`src/rtl/nibble_deser_pkg.sv`:
```
// Shared types and constants for the nibble deserializer slice.
package nibble_pkg;

  localparam int unsigned NIBBLE_W = 4;

  localparam logic START_LVL = 1'b1;
  localparam logic STOP_LVL  = 1'b0;

  typedef enum logic [1:0] {
    IDLE = 2'd0,
    DATA = 2'd1,
    PAR  = 2'd2,
    STOP = 2'd3
  } state_t;

endpackage

```
`src/rtl/nibble_deser_if.sv`:
```
// Serial input, word output handshake and status bundle for nibble_deser.
interface nibble_deser_if
  import nibble_pkg::*;
#(
  parameter int unsigned DATA_W = NIBBLE_W
);

  logic              sin;
  logic              sin_en;
  logic [DATA_W-1:0] out_data;
  logic              out_valid;
  logic              out_ready;
  logic              busy;
  logic              frame_err;
  logic              parity_err;
  logic              overrun;

  modport master (
    output sin, sin_en, out_ready,
    input  out_data, out_valid, busy, frame_err, parity_err, overrun
  );

  modport slave (
    input  sin, sin_en, out_ready,
    output out_data, out_valid, busy, frame_err, parity_err, overrun
  );

endinterface

```
`src/rtl/nibble_deser_hold.sv`:
```
// One-entry valid/ready holding register; flags a good word that arrives while full.
module nibble_hold
  import nibble_pkg::*;
#(
  parameter int unsigned DATA_W = NIBBLE_W
) (
  input  logic              clk,
  input  logic              rst,
  input  logic              load_i,
  input  logic [DATA_W-1:0] data_i,
  input  logic              ready_i,
  output logic [DATA_W-1:0] data_o,
  output logic              valid_o,
  output logic              overrun_o
);

  logic [DATA_W-1:0] data_q, data_d;
  logic              valid_q, valid_d;
  logic              overrun_q, overrun_d;
  logic              xfer_c;

  assign xfer_c = valid_q & ready_i;

  always_ff @(posedge clk) begin
    if (rst) begin
      data_q    <= '0;
      valid_q   <= 1'b0;
      overrun_q <= 1'b0;
    end else begin
      data_q    <= data_d;
      valid_q   <= valid_d;
      overrun_q <= overrun_d;
    end
  end

  // A word draining on the same edge frees the slot for the incoming one.
  always_comb begin
    data_d    = data_q;
    valid_d   = valid_q;
    overrun_d = 1'b0;
    if (load_i) begin
      if (!valid_q || xfer_c) begin
        data_d  = data_i;
        valid_d = 1'b1;
      end else begin
        overrun_d = 1'b1;
      end
    end else if (xfer_c) begin
      valid_d = 1'b0;
    end
  end

  assign data_o    = data_q;
  assign valid_o   = valid_q;
  assign overrun_o = overrun_q;

endmodule

```
`src/rtl/nibble_deser.sv`:
```
// Strobed serial frame receiver: start, LSB-first data, optional even parity, stop.
// Parity stage is built only when NIBBLE_DESER_PARITY_EN is defined.
module nibble_deser
  import nibble_pkg::*;
#(
  parameter int unsigned DATA_W = NIBBLE_W
) (
  input  logic           clk,
  input  logic           rst,
  nibble_deser_if.slave  bus
);

  localparam int unsigned CNT_W = (DATA_W > 1) ? $clog2(DATA_W) : 1;
  localparam logic [CNT_W-1:0] CNT_LAST = CNT_W'(DATA_W - 1);

  state_t            state_q, state_d;
  logic [CNT_W-1:0]  cnt_q, cnt_d;
  logic [DATA_W-1:0] shreg_q, shreg_d;
  logic              busy_q, busy_d;
  logic              frame_err_q, frame_err_d;
  logic              parity_err_q, parity_err_d;
  logic              good_frame_c;
  logic              par_ok_c;

`ifdef NIBBLE_DESER_PARITY_EN
  logic par_q, par_d;

  always_ff @(posedge clk) begin
    if (rst) par_q <= 1'b0;
    else     par_q <= par_d;
  end

  assign par_ok_c = ~(^{par_q, shreg_q});
`else
  assign par_ok_c = 1'b1;
`endif

  always_ff @(posedge clk) begin
    if (rst) begin
      state_q      <= IDLE;
      cnt_q        <= '0;
      shreg_q      <= '0;
      busy_q       <= 1'b0;
      frame_err_q  <= 1'b0;
      parity_err_q <= 1'b0;
    end else begin
      state_q      <= state_d;
      cnt_q        <= cnt_d;
      shreg_q      <= shreg_d;
      busy_q       <= busy_d;
      frame_err_q  <= frame_err_d;
      parity_err_q <= parity_err_d;
    end
  end

  // Frame sequencer; everything advances only on strobed cycles.
  always_comb begin
    state_d      = state_q;
    cnt_d        = cnt_q;
    shreg_d      = shreg_q;
    frame_err_d  = 1'b0;
    parity_err_d = 1'b0;
    good_frame_c = 1'b0;
`ifdef NIBBLE_DESER_PARITY_EN
    par_d        = par_q;
`endif
    if (bus.sin_en) begin
      unique case (state_q)
        IDLE: begin
          if (bus.sin == START_LVL) begin
            state_d = DATA;
            cnt_d   = '0;
          end
        end
        DATA: begin
          shreg_d[cnt_q] = bus.sin;
          cnt_d          = CNT_W'(cnt_q + 1'b1);
          if (cnt_q == CNT_LAST) begin
`ifdef NIBBLE_DESER_PARITY_EN
            state_d = PAR;
`else
            state_d = STOP;
`endif
          end
        end
        PAR: begin
`ifdef NIBBLE_DESER_PARITY_EN
          par_d   = bus.sin;
          state_d = STOP;
`else
          state_d = IDLE;
`endif
        end
        STOP: begin
          state_d = IDLE;
          // A bad stop bit masks any parity problem.
          if (bus.sin != STOP_LVL)  frame_err_d  = 1'b1;
          else if (!par_ok_c)       parity_err_d = 1'b1;
          else                      good_frame_c = 1'b1;
        end
        default: state_d = IDLE;
      endcase
    end
    busy_d = (state_d != IDLE);
  end

  nibble_hold #(
    .DATA_W (DATA_W)
  ) u_hold (
    .clk       (clk),
    .rst       (rst),
    .load_i    (good_frame_c),
    .data_i    (shreg_q),
    .ready_i   (bus.out_ready),
    .data_o    (bus.out_data),
    .valid_o   (bus.out_valid),
    .overrun_o (bus.overrun)
  );

  assign bus.busy       = busy_q;
  assign bus.frame_err  = frame_err_q;
  assign bus.parity_err = parity_err_q;

endmodule
```
`src/flat_wrapper.sv`:
```
// flat-port wrapper written by rule: the top's interface ports become plain ports
module nibble_deser_flat import nibble_pkg::*;
#(
  parameter int unsigned DATA_W = NIBBLE_W
)
  (clk, rst, bus_sin, bus_sin_en, bus_out_ready, bus_out_data, bus_out_valid, bus_busy, bus_frame_err, bus_parity_err, bus_overrun);
  nibble_deser_if #(.DATA_W(DATA_W)) bus_i ();
  input  logic clk;
  input  logic rst;
  input wire logic [$bits(bus_i.sin)-1:0] bus_sin;
  input wire logic [$bits(bus_i.sin_en)-1:0] bus_sin_en;
  input wire logic [$bits(bus_i.out_ready)-1:0] bus_out_ready;
  output wire logic [$bits(bus_i.out_data)-1:0] bus_out_data;
  output wire logic [$bits(bus_i.out_valid)-1:0] bus_out_valid;
  output wire logic [$bits(bus_i.busy)-1:0] bus_busy;
  output wire logic [$bits(bus_i.frame_err)-1:0] bus_frame_err;
  output wire logic [$bits(bus_i.parity_err)-1:0] bus_parity_err;
  output wire logic [$bits(bus_i.overrun)-1:0] bus_overrun;
  assign bus_i.sin = bus_sin;
  assign bus_i.sin_en = bus_sin_en;
  assign bus_i.out_ready = bus_out_ready;
  assign bus_out_data = bus_i.out_data;
  assign bus_out_valid = bus_i.out_valid;
  assign bus_busy = bus_i.busy;
  assign bus_frame_err = bus_i.frame_err;
  assign bus_parity_err = bus_i.parity_err;
  assign bus_overrun = bus_i.overrun;
  nibble_deser #(.DATA_W(DATA_W)) u_core (.clk(clk), .rst(rst), .bus(bus_i));
endmodule
```
`config.mk`:
```
export PLATFORM = sky130hd
export DESIGN_NAME = nibble_deser_flat
export DESIGN_NICKNAME = d
export VERILOG_FILES = /design/src/rtl/nibble_deser_pkg.sv /design/src/rtl/nibble_deser_if.sv /design/src/rtl/nibble_deser_hold.sv /design/src/rtl/nibble_deser.sv /design/src/flat_wrapper.sv
export SDC_FILE = /design/constraint.sdc
export NUM_CORES = 1
export LEC_CHECK = 0
export CORE_ASPECT_RATIO = 1.1
export CORE_MARGIN = 3
export CORE_UTILIZATION = 46
export DETAILED_ROUTE_END_ITERATION = 8
export PLACE_DENSITY = 0.72
export SLEW_MARGIN = 20
export SYNTH_ARGS = -nofsm -noshare
export SYNTH_HDL_FRONTEND = slang
export SYNTH_SLANG_ARGS = --single-unit
```
`constraint.sdc`:
```
create_clock -name clk -period 1.3 [get_ports clk]
set_input_delay 0.26 -clock clk [delete_from_list [all_inputs] [get_ports clk]]
set_output_delay 0.26 -clock clk [all_outputs]
set_load 0.01 [all_outputs]
```
Word-level counts from Yosys, hierarchy flattened
Index checks and enable logic that the tools add are counted.
{"block": "classes", "addsub": 1, "mul": 0, "div_mod_pow": 0, "order_cmp": 2, "n_eq_ne": 6, "shift": 0, "n_mux": 17, "bitwise": 4, "n_reduce_logical": 14}
{"cell": "$mux W1", "n": 9}
{"cell": "$mux W2", "n": 4}
{"cell": "$eq A2 B2 Y1 const B", "n": 3}
{"cell": "$pmux W2 S3", "n": 1}
{"cell": "$reduce_and A2 Y1", "n": 3}
{"cell": "$reduce_bool A2 Y1", "n": 3}
{"cell": "$bwmux W4", "n": 1}
{"cell": "$ne A2 B2 Y1 const B", "n": 2}
{"cell": "$pmux W2 S2", "n": 1}
{"cell": "$reduce_or A2 Y1", "n": 2}
{"cell": "$lt A2 B3 Y1 const B", "n": 1}
{"cell": "$not A1 Y1", "n": 3}
{"cell": "$reduce_and A3 Y1", "n": 1}
{"cell": "$reduce_or A3 Y1", "n": 1}
{"cell": "$add A2 B1 Y2 const B", "n": 1}
{"cell": "$demux W1 S2", "n": 1}
{"cell": "$eq A2 B1 Y1 const B", "n": 1}
{"cell": "$ge A2 B1 Y1 const B", "n": 1}
{"cell": "$logic_not A2 Y1", "n": 1}
{"cell": "$and A1 B1 Y1", "n": 1}
{"cell": "$logic_and A1 B1 Y1", "n": 1}
{"cell": "$logic_not A1 Y1", "n": 1}
{"cell": "$logic_or A1 B1 Y1", "n": 1}
{"block": "totals", "regBits": 16, "latchBits": 0, "ram_bits": 0, "mem_bits_ro": 0, "inputBits": 5, "out_inout_bits": 9, "elab_cells": 52, "n_memories": 0}

Depth between registers and ports, before layout
{"block": "logic_depth", "word_depth": 5, "ltp_mapped": 5, "depth_no_buf": 5}

Hierarchy
A second synthesis with hierarchy kept.
{"block": "unflattened", "cells_unflattened": 73, "hier_area_um2": 724.4}
{"mod": "nibble_deser", "instances": 1, "cells_per_inst": 50, "area_each_um2": 470.5, "seq_area_each_um2": 200.2}
{"mod": "nibble_hold", "instances": 1, "cells_per_inst": 23, "area_each_um2": 254.0, "seq_area_each_um2": 120.1}

Worst setup path after synthesis
No wires, ideal clock.
{"block": "synth_path", "path_kind": "flip-flop to flip-flop", "from": "reg u_core.cnt_q[0]", "to": "reg u_core.shreg_q[0]", "setup_time_ns": 0.117, "arrival_ns": 0.918, "required_ns": 1.183, "path_slack_ns": 0.265, "stages_incl_launch_ff": 6, "path_buffers": 0, "synth_period_minus_slack_ns": 1.035, "path_cell_list": "dfxtp_1 -> inv_1 -> ha_1 -> nand4b_1 -> mux2i_1 -> nor2_1"}
{"block": "synth_via", "elab_chain_cells": 5, "elab_cells_between_ends": 6, "cone_classes": "2 x order compare; 3 x mux; 1 x reduce/logical"}
{"element": "from (decl)", "line": "nibble_deser.sv:17", "text": "logic [CNT_W-1:0] cnt_q, cnt_d;"}
{"element": "from (signal assigned)", "line": "nibble_deser.sv:48", "text": "cnt_q <= cnt_d;"}
{"element": "$lt A2 B3 Y1 (not written as such) / $ge A2 B1 Y1 (equally long branches)", "line": "nibble_deser.sv:76", "text": "shreg_d[cnt_q] = bus.sin;"}
{"element": "$logic_and A1 B1 Y1 (not written as such)", "line": "nibble_deser.sv:76"}
{"element": "$mux W1 (not written as such)", "line": "nibble_deser.sv:76"}
{"element": "$demux W1 S2 *"}
{"element": "$bwmux W4 *", "line": "nibble_deser.sv:76"}
{"element": "to (signal assigned)", "line": "nibble_deser.sv:49", "text": "shreg_q <= shreg_d;"}
{"element": "to (decl)", "line": "nibble_deser.sv:18", "text": "logic [DATA_W-1:0] shreg_q, shreg_d;"}
Mark *: on every way between the ends. The rest lies on a longest branch, timed or not.
A chain may end at the register's enable or synchronous reset.

Worst setup path in the final report
{"block": "layout_path", "from": "in bus_sin_en", "to": "reg u_core.u_hold.data_q[1] (netlist: u_core.u_hold.data_o[1])"}
{"block": "layout_via", "elab_chain_cells": 2}
{"element": "from (decl)", "line": "flat_wrapper.sv:11", "text": "input wire logic [$bits(bus_i.sin_en)-1:0] bus_sin_en;"}
{"element": "$mux W1", "line": "nibble_deser.sv:67", "text": "if (bus.sin_en) begin"}
{"element": "$reduce_and A2 Y1 (no line)"}
{"element": "to (signal assigned)", "line": "nibble_deser_hold.sv:30", "text": "data_q <= data_d;"}
{"element": "to (decl)", "line": "nibble_deser_hold.sv:17", "text": "logic [DATA_W-1:0] data_q, data_d;"}
Every way passes these cells.

==> summary.txt <==
Drt
  • Routed Antenna Nets: 0
  • DR vias: around 560
  • Post-Route WL: 1236 um
  • TritonRoute pass-1 iters: 5
  • Vias per cell: 5.187
  • DRC: 0
  • Routed WL per cell: approximately 12 um
  • Initial drt markers: 5

Place
  • Detailed Place HPWL: ~900 um
  • Post-Place Cells: ~100
  • Port-buffer cells: 12
  • Final Wtd Congestion: slightly below 0.8

Layout
  • Layout Cells excl Fill: 107
  • Layout cells sized above 1: 0.1429
  • Final net count: 101
  • Antenna diodes: 0
  • P&R area growth vs syn: 24.96%

Timing
  • Final hold vios: 0
  • Final min period: around 1.2 ns
  • Ratio of final minimum period to clock period: 0.8959
  • Final slew viol count: 0
  • Fmax: roughly 860 MHz
  • Setup violations, final: 0
  • Clock skew: between 0.002 and 0.003 ns
  • RSZ-0062 raised after global routing: no

Global route
  • Grt total ovfl: 0
  • Pin count of the biggest net entering global routing: 21
  • All-Layer GR Usage: 0.1313
  • Vias in the first global route: roughly 520
  • Initial antenna violation count: 0
  • First-pass GRT wire length: approximately 2000 um

Floorplanning
  • DIE WIDTH: 44.42 um
  • Core ar.: ~1500 um^2
  • IO Count: 14
  • Starting density of the core: 0.5138
  • Full die area: around 2100 um^2
  • Chip height: 48.27 um
  • Std-Cell Rows: 14

Clock network
  • Clk slew on worst S/H paths: 0.10 ns
  • Resize count post-CTS: 8
  • Clk sink count: 16
  • Root buf cell: clkbuf_4
  • CTS tree: done
  • Clock latency on the worst-skew pair: 0.28 ns
  • Num CTS Buffers: 3
  • CTS Buffer Depth: 2
  • Post-CTS setup buffers: 0
  • Post-CTS Hold Buffers: 0
  • Htree depth: 1

Power
  • Worst IR Drop VDD: about 500 uV
  • Cell area power density: around 970 nW/um^2
  • Total power: between 0.9 and 1 mW
  • Static leakage: ~0.42 nW

Worst setup path
  • CP Cell Sequence: clkdlybuf4s50_1 -> nand4b_4 -> nor2b_2 -> mux2i_1
  • Startpoint Class: input port
  • Crit-path max FO: 4
  • Critical path type: in2reg
  • Crit path max-delay family: buffers and inverters
  • CP Data Required Time: between 1.5 and 2 ns
  • Worst stage delay on the critical path: around 0.52 ns
  • Slowest cell on crit path: clkdlybuf4s50_1
  • Crit path arrival time: around 1.4 ns
  • Worst path bufs/invs: 1
  • Worst setup EP type: register

Logic synthesis
  • Synth top area cells: dfxtp_1 43%, mux2i_1 11%, nand2b_1 9.2%
  • Post-Syn Area: 747.0 um^2
  • Unique masters post-synth: 21
  • Syn Nets: 84
  • Share of the synthesized area in the top cell type: 0.4288
  • Cell taking the most area after synthesis: dfxtp_1
  • Mapped Avg Cell Area: 9.960 um^2
  • Yosys reg bits: 16
  • Cells after Synth: between 70 and 80
  • Register area share after synthesis: 0.4288
  • Yosys warns: 0

Outcome
  • Outcome: finished clean

Min path
  • Type of the worst min-delay path: reg2reg

Run
  • Max Cap Viol: 0
routing by layer:
metal	vias to the layer above	global-route usage	part of all wire
met4	0	0.07229	0.0065
met1	257	0.1552	0.45
met2	14	0.2267	0.49
li1	282	-	-
met5	-	0	0
met3	2	0.02583	0.052
where the power goes:
part	leakage [nW]	switching, mW	total (mW)	internal, mW
Clock	0.0210	0.158	0.328	0.170
Sequential	0.129	0.00482	0.502	0.497
Combinational	0.269	0.0368	0.0777	0.0410
placed cells by master, fill, tap and decap left out:
| cell | Yosys | layout |
|---|---|---|
| buf_12 | 0 | 1 |
| a21oi_1 | 5 | 5 |
| dfxtp_1 | 16 | 16 |
| mux2i_1 | 8 | 8 |
| nand4b_1 | 5 | 5 |
| nand4_1 | 1 | 1 |
| dlygate4sd2_1 | 0 | 8 |
| o21ai_0 | 2 | 2 |
| inv_1 | 2 | 2 |
| ha_1 | 4 | 4 |
| nand2b_1 | 11 | 11 |
| clkdlybuf4s50_1 | 0 | 4 |
| conb_1 | 1 | 1 |
| clkbuf_8 | 0 | 1 |
| o21a_1 | 1 | 1 |
| buf_4 | 2 | 6 |
| nor2_1 | 7 | 7 |
| a211oi_1 | 1 | 1 |
| nor2b_2 | 1 | 1 |
| clkbuf_4 | 0 | 3 |
| nor3_1 | 1 | 1 |
| nand3b_1 | 1 | 1 |
| nand4b_4 | 1 | 1 |
cells by family (layout without fill, tap and decap cells):
logic type | count (synthesis) | after routing | share of synthesized area
compound gates | 9 | 9 | 0.06700
fa+ha+maj | 4 | 4 | 0.06700
buf+inv | 9 | 25 | 0.07034
flops | 16 | 16 | 0.4288
mux | 8 | 8 | 0.1072
other cells | 1 | 1 | 0.005020
simple gates | 28 | 28 | 0.2546
worst paths after layout:
kind	from	endpoint	slack [ns]	depth (start not counted)
setup / recovery	bus_sin_en	u_core.u_hold.data_o[1]	0.14	4
hold / removal	u_core.u_hold.data_o[0]	u_core.u_hold.data_o[0]	0.47	2
setup reg to reg	u_core.cnt_q[0]	u_core.shreg_q[0]	0.15	5
hold reg to reg	u_core.u_hold.data_o[0]	u_core.u_hold.data_o[0]	0.47	2
through the flow:
step	setup slack, ns	setup TNS, ns	hold slack (ns)	instance area, um^2	utilization
3_5_place_dp	-0.1743	-1.496	0.4644	907.1	0.6239
2_1_floorplan	0.2652	0	0.3885	747.0	-
6_report	0.1353	0	0.4734	933.4	0.6420
3_3_place_gp	-0.1678	-1.462	0.4606	907.1	0.6239
4_1_cts	0.1263	0	0.4780	933.4	0.6420
5_1_grt	0.06488	0	0.5006	933.4	0.6420
cells in the mapped netlist (all sizes together):
cell / n
conb: 1
ha: 4
nand2b: 11
o21a: 1
nand4b: 6
nor2: 7
dfxtp: 16
nor2b: 1
inv: 2
buf: 6
nor3: 1
nand4: 1
clkbuf: 1
o21ai: 2
a211oi: 1
mux2i: 8
a21oi: 5
nand3b: 1
tightest hold or removal path, cell delays in order, from the launching register on:
cell      delay [ns]
dfxtp_1         0.32
nand2b_1        0.06
mux2i_1         0.06
flip-flops by register name (all words and copies together) (netlist names):
name and count:
u_core.state_q 2, u_core.u_hold.data_o 4, u_core.shreg_q 4, u_core.u_hold.valid_o 1, u_core.cnt_q 2, u_core.bus.frame_err 1
u_core.bus.busy 1, u_core.u_hold.overrun_o 1
cell type report:
type	count	area (um^2)
fillers	127	520.5
multi-input cells	50	374.1
flip-flops and latches	16	320.3
repair buffers	19	175.2
clock buffers	4	36.28
well taps	16	20.02
inverters	2	7.507
(Power assumes the default switching activity.)
==> RTL change 1, RTL diff (config.mk and constraints unchanged) <==
`NIBBLE_W`: 4 -> 8.
--- a/src/rtl/nibble_deser_pkg.sv
+++ b/src/rtl/nibble_deser_pkg.sv
@@ -3,3 +3,3 @@
 
-  localparam int unsigned NIBBLE_W = 4;
+  localparam int unsigned NIBBLE_W = 8;
 
Ports: changed (resized bus_out_data); port bits go from 14 to 18. The function was not compared with the original's and may differ.
==> RTL change 1 against the unedited design <==
Sequential cell count grew 9; clock skew is essentially flat; largest power group unchanged; final area grew 49%; power grew 36%; non-clock buffer count grew 11; critical path type unchanged; maximum frequency shrank 4.9%; synthesized area grew 50%; setup slack lost 0.060 ns; combinational power grew 26%; register-to-register slack lost 0.03 ns; core utilization shrank 3.1 points; routed wire length grew 72%.
==> RTL change 1: results (changes against the unedited design) <==
- Gpl congestion: 0.861 (+11%)
- Post-route insts no fill: 165 (+54%)
- Critical Path AT: 1.48 ns (+0.10 ns)
- CP Capture Point: u_core.shreg_q[0]
- Total Wirelength: 2.13 mm (+72%)
- Synth Area in Compound Gates: 5.47% (-1.2 points)
- Peak supply drop: 539 uV (+5.1%)
- ANT cells: 0 (unchanged)
- Hold Path Origin: u_core.u_hold.data_o[1]
- FILL cells: 204 (+61%)
- First-pass GRT wire length: 3.57 mm (+75%)
- Largest net degree at the start of global routing: 16 (-24%)
- Adder-Cell Fraction of Synth Area: 2.23% (-4.5 points)
- LEAKAGE: 0.000613 uW (+46%)
- Reg clk slew, reported paths: 0.14 ns (+0.04 ns)
- Placed insts: 161 (+56%)
- Power Internal: 944 uW (+33%)
- Mapped Nets: 116 (+38%)
- Sequential group share of total power: 63.3% (+8.0 points)
- Critical R2R Capture: u_core.cnt_q[2]
- Top post-synthesis cells by area: dfxtp_1 45%, mux2i_1 14%, nand2b_1 12%, a21oi_1 2.7%, nand4b_1 2.3%
- Detailed placement HPWL: 1.57 mm (+73%)
- Hold slack final: 0.480 ns (+0.00674 ns)
- Synth cell count leaders: 25 x dfxtp_1, 21 x nand2b_1, 16 x mux2i_1
- Post-synth cell types: 25 (+19%)
- Pre-CTS WS: -0.328 ns (-0.153 ns)
- Drt pass-1 iters: 4 (-1)
- Mean post-synth cell area: 10.3 sq um (+3.3%)
- Area after DPL: 1370 sq um (+51%)
- Nets@finish: 143 (+42%)
- R2R cell count: 4 (-1)
- Skew final: 0.00319 ns (+0.000214 ns)
- Via density: 5.15 (-0.68%)
- Max Clk Rate: 816 MHz (-4.9%)
- Vias in the first global route: 831 (+61%)
- Hold-critical path endpoint: u_core.u_hold.data_o[1]
- Worst Path Max Fanout: 5 (+1)
- Layout cells sized above 1: 17.8% (+3.5 points)
- 1st-iter DRT viols: 15 (+10)
- Clk_lat worst skew: 0.31 ns (+0.03 ns)
- CTS H-tree lvls: 1 (unchanged)
- R2r setup slk: 0.12 ns (-0.03 ns)
- Run status: finished clean
- Sequential cell area fraction in the yosys report: 44.6% (+1.8 points)
## RTL change 1: per-layer routing
| layer | vias up | share of wire (%) | track usage [%] |
|---|---|---|---|
| met4 | 0 | 1.2 | 6.57 |
| li1 | 423 | - | - |
| met2 | 14 | 49 | 28.2 |
| met1 | 411 | 46 | 17.2 |
| met5 | - | 0 | 0 |
| met3 | 2 | 3.6 | 2.31 |
## RTL change 1: what timing repair did
action / 4_1_cts / 5_1_grt
resized for setup: 12 / 3
setup endpoints to repair: 12 / 7
gates cloned: 0 / 0
## RTL change 1: final cells by class
cell class	instances	area, sq um	area share (%)
clock buffers	3	22.5	1.62
clock inverters	1	7.51	0.540
inverters	1	3.75	0.270
multi-input cells	75	566	40.7
flip-flops and latches	25	503	36.2
well taps	30	37.5	2.70
repair buffers	30	250	18.0
## RTL change 1: critical path: stages
cell and delay [ns]:
clkdlybuf4s50_1 0.49, buf_4 0.15, nand4bb_1 0.18, nor3_2 0.18, mux2i_1 0.21
==> RTL change 2, RTL diff (config.mk and constraints unchanged) <==
Made on the original files. Take the reset off `data_q` and load it in a clocked block of its own.
--- a/src/rtl/nibble_deser_hold.sv
+++ b/src/rtl/nibble_deser_hold.sv
@@ -25,3 +25,2 @@
     if (rst) begin
-      data_q    <= '0;
       valid_q   <= 1'b0;
@@ -29,3 +28,2 @@
     end else begin
-      data_q    <= data_d;
       valid_q   <= valid_d;
@@ -33,2 +31,6 @@
     end
+  end
+
+  always_ff @(posedge clk) begin
+    data_q <= data_d;
   end
Behaviour: differs if rst is asserted again (counterexample within 10 cycles, from zero or initial values and one cycle with rst high); with rst held inactive, the same outputs for 10 cycles.
==> RTL change 2 against the unedited design <==
Routed wire length shrank 7.1%; sequential cell count is the same; final area shrank 5.5%; setup slack lost 0.029 ns; synthesized area shrank 11%; synthesized cell count shrank 20%; sequential power grew 3%; clock power shrank 2%; power shrank 0.14%; highest routed layer unchanged.
==> RTL change 2: results (changes against the unedited design) <==
- Run status: finished clean
- Critical Path AT: 0.93 ns (-0.45 ns)
- M1 wire length: 484 um (-13%)
- Adder-Cell Fraction of Synth Area: 7.49% (+0.79 points)
- Via density: 5.22 (+0.66%)
- Total track usage: 14.1% (+1.0 points)
- Wire per inst: 12.1 um (+4.6%)
- First-pass GRT wire length: 2.01 mm (-1.4%)
- Clk_lat worst skew: 0.28 ns (about the same)
- Logic power comb: 66.8 uW (-14%)
- Post-route insts no fill: 95 (-11%)
- Drt pass-1 iters: 2 (-3)
- Mux cell area share after synthesis: 5.99% (-4.7 points)
- Synth cell count leaders: 12 x dfxtp_1, 6 x nor2_1, 5 x a21oi_1, 5 x nand4b_1
- Met3 routed WL: 51 um (-20%)
- Layout cells sized above 1: 20.0% (+5.7 points)
- Clock distribution power: 321 uW (-2%)
- Sequential cell area fraction in the yosys report: 53.9% (+11 points)
- Hold slack final: 0.384 ns (-0.0893 ns)
- Top post-synthesis cells by area: dfxtp_1 36%, edfxtp_1 18%, ha_1 7.5%, nand4b_1 6.6%, mux2i_1 6.0%
- Detailed placement HPWL: 873 um (-3.3%)
- Wire length on met2: 602 um (-0.99%)
- Pre-CTS WS: -0.322 ns (-0.147 ns)
- Skew final: 0.00173 ns (-0.00125 ns)
- Cell family with most CP delay: flip-flops
- Mapped Cells: 60 (-20%)
- Drc violations: 0 (unchanged)
- M1 GR Usage: 15.3% (-0.19 points)
- Gpl congestion: 0.735 (-5.1%)
- 1st-iter DRT viols: 2 (-3)
- Mapped Nets: 69 (-18%)
- TritonCTS Buffers: 3 (unchanged)
- R2r setup slk: around 0.14 ns
- Sw frac: 20.8% (-1.2 points)
- XOR/XNOR Fraction of Synth Area: 0% (unchanged)
- Max Clk Rate: 838 MHz (-2.4%)
- Met3 Track Usage GR: 2.37% (-0.21 points)
- FILL cells: 110 (-13%)
- LEAKAGE: 0.000385 uW (-8.4%)
- Largest net degree at the start of global routing: 10 (-52%)
- Initial antenna violation count: 0 (unchanged)
- Nets@finish: 90 (-11%)
- Peak supply drop: 627 uV (+22%)
- Worst Hold Class: input port to flip-flop
- Placed insts: 91 (-12%)
- Worst Path Max Fanout: 1 (-3)
- Pwr Total: 906 uW (-0.14%)
- Post-synth cell types: 22 (+4.8%)
- CP max-delay cell: edfxtp_1
- EDFF count, synth: 4 (+4)
- Area after DPL: 848 sq um (-6.5%)
- Root Driver: clkbuf_4
- Synth Area in Compound Gates: 7.49% (+0.79 points)
- Met2 Resource Use GR: 25.5% (+2.9 points)
- Crit-path max cell delay: 0.37 ns (-0.15 ns)
- Vias in the first global route: 448 (-13%)
-- RTL change 2: worst paths after layout --
path,startpoint,endpoint,cells after the start
setup reg to reg,u_core.state_q[1],u_core.u_hold.data_o[1],3
setup / recovery,u_core.u_hold.data_o[1],bus_out_data[1],1
hold / removal,bus_sin_en,u_core.bus.frame_err,4
hold reg to reg,u_core.shreg_q[3],u_core.u_hold.data_o[3],0
-- RTL change 2: cell type report --
class / count / area, sq um / area share, %
sequential: 16 / 360 / 40.9
multi-input combinational: 38 / 287 / 32.5
timing repair buffer: 20 / 173 / 19.6
clock buffer: 4 / 36.3 / 4.11
tap: 15 / 18.8 / 2.13
inverter: 2 / 7.51 / 0.851
-- RTL change 2: what timing repair did --
item,4_1_cts,5_1_grt
pin swaps,0,0
gates cloned,0,0
setup endpoints to repair,12,4
resized for setup,9,1
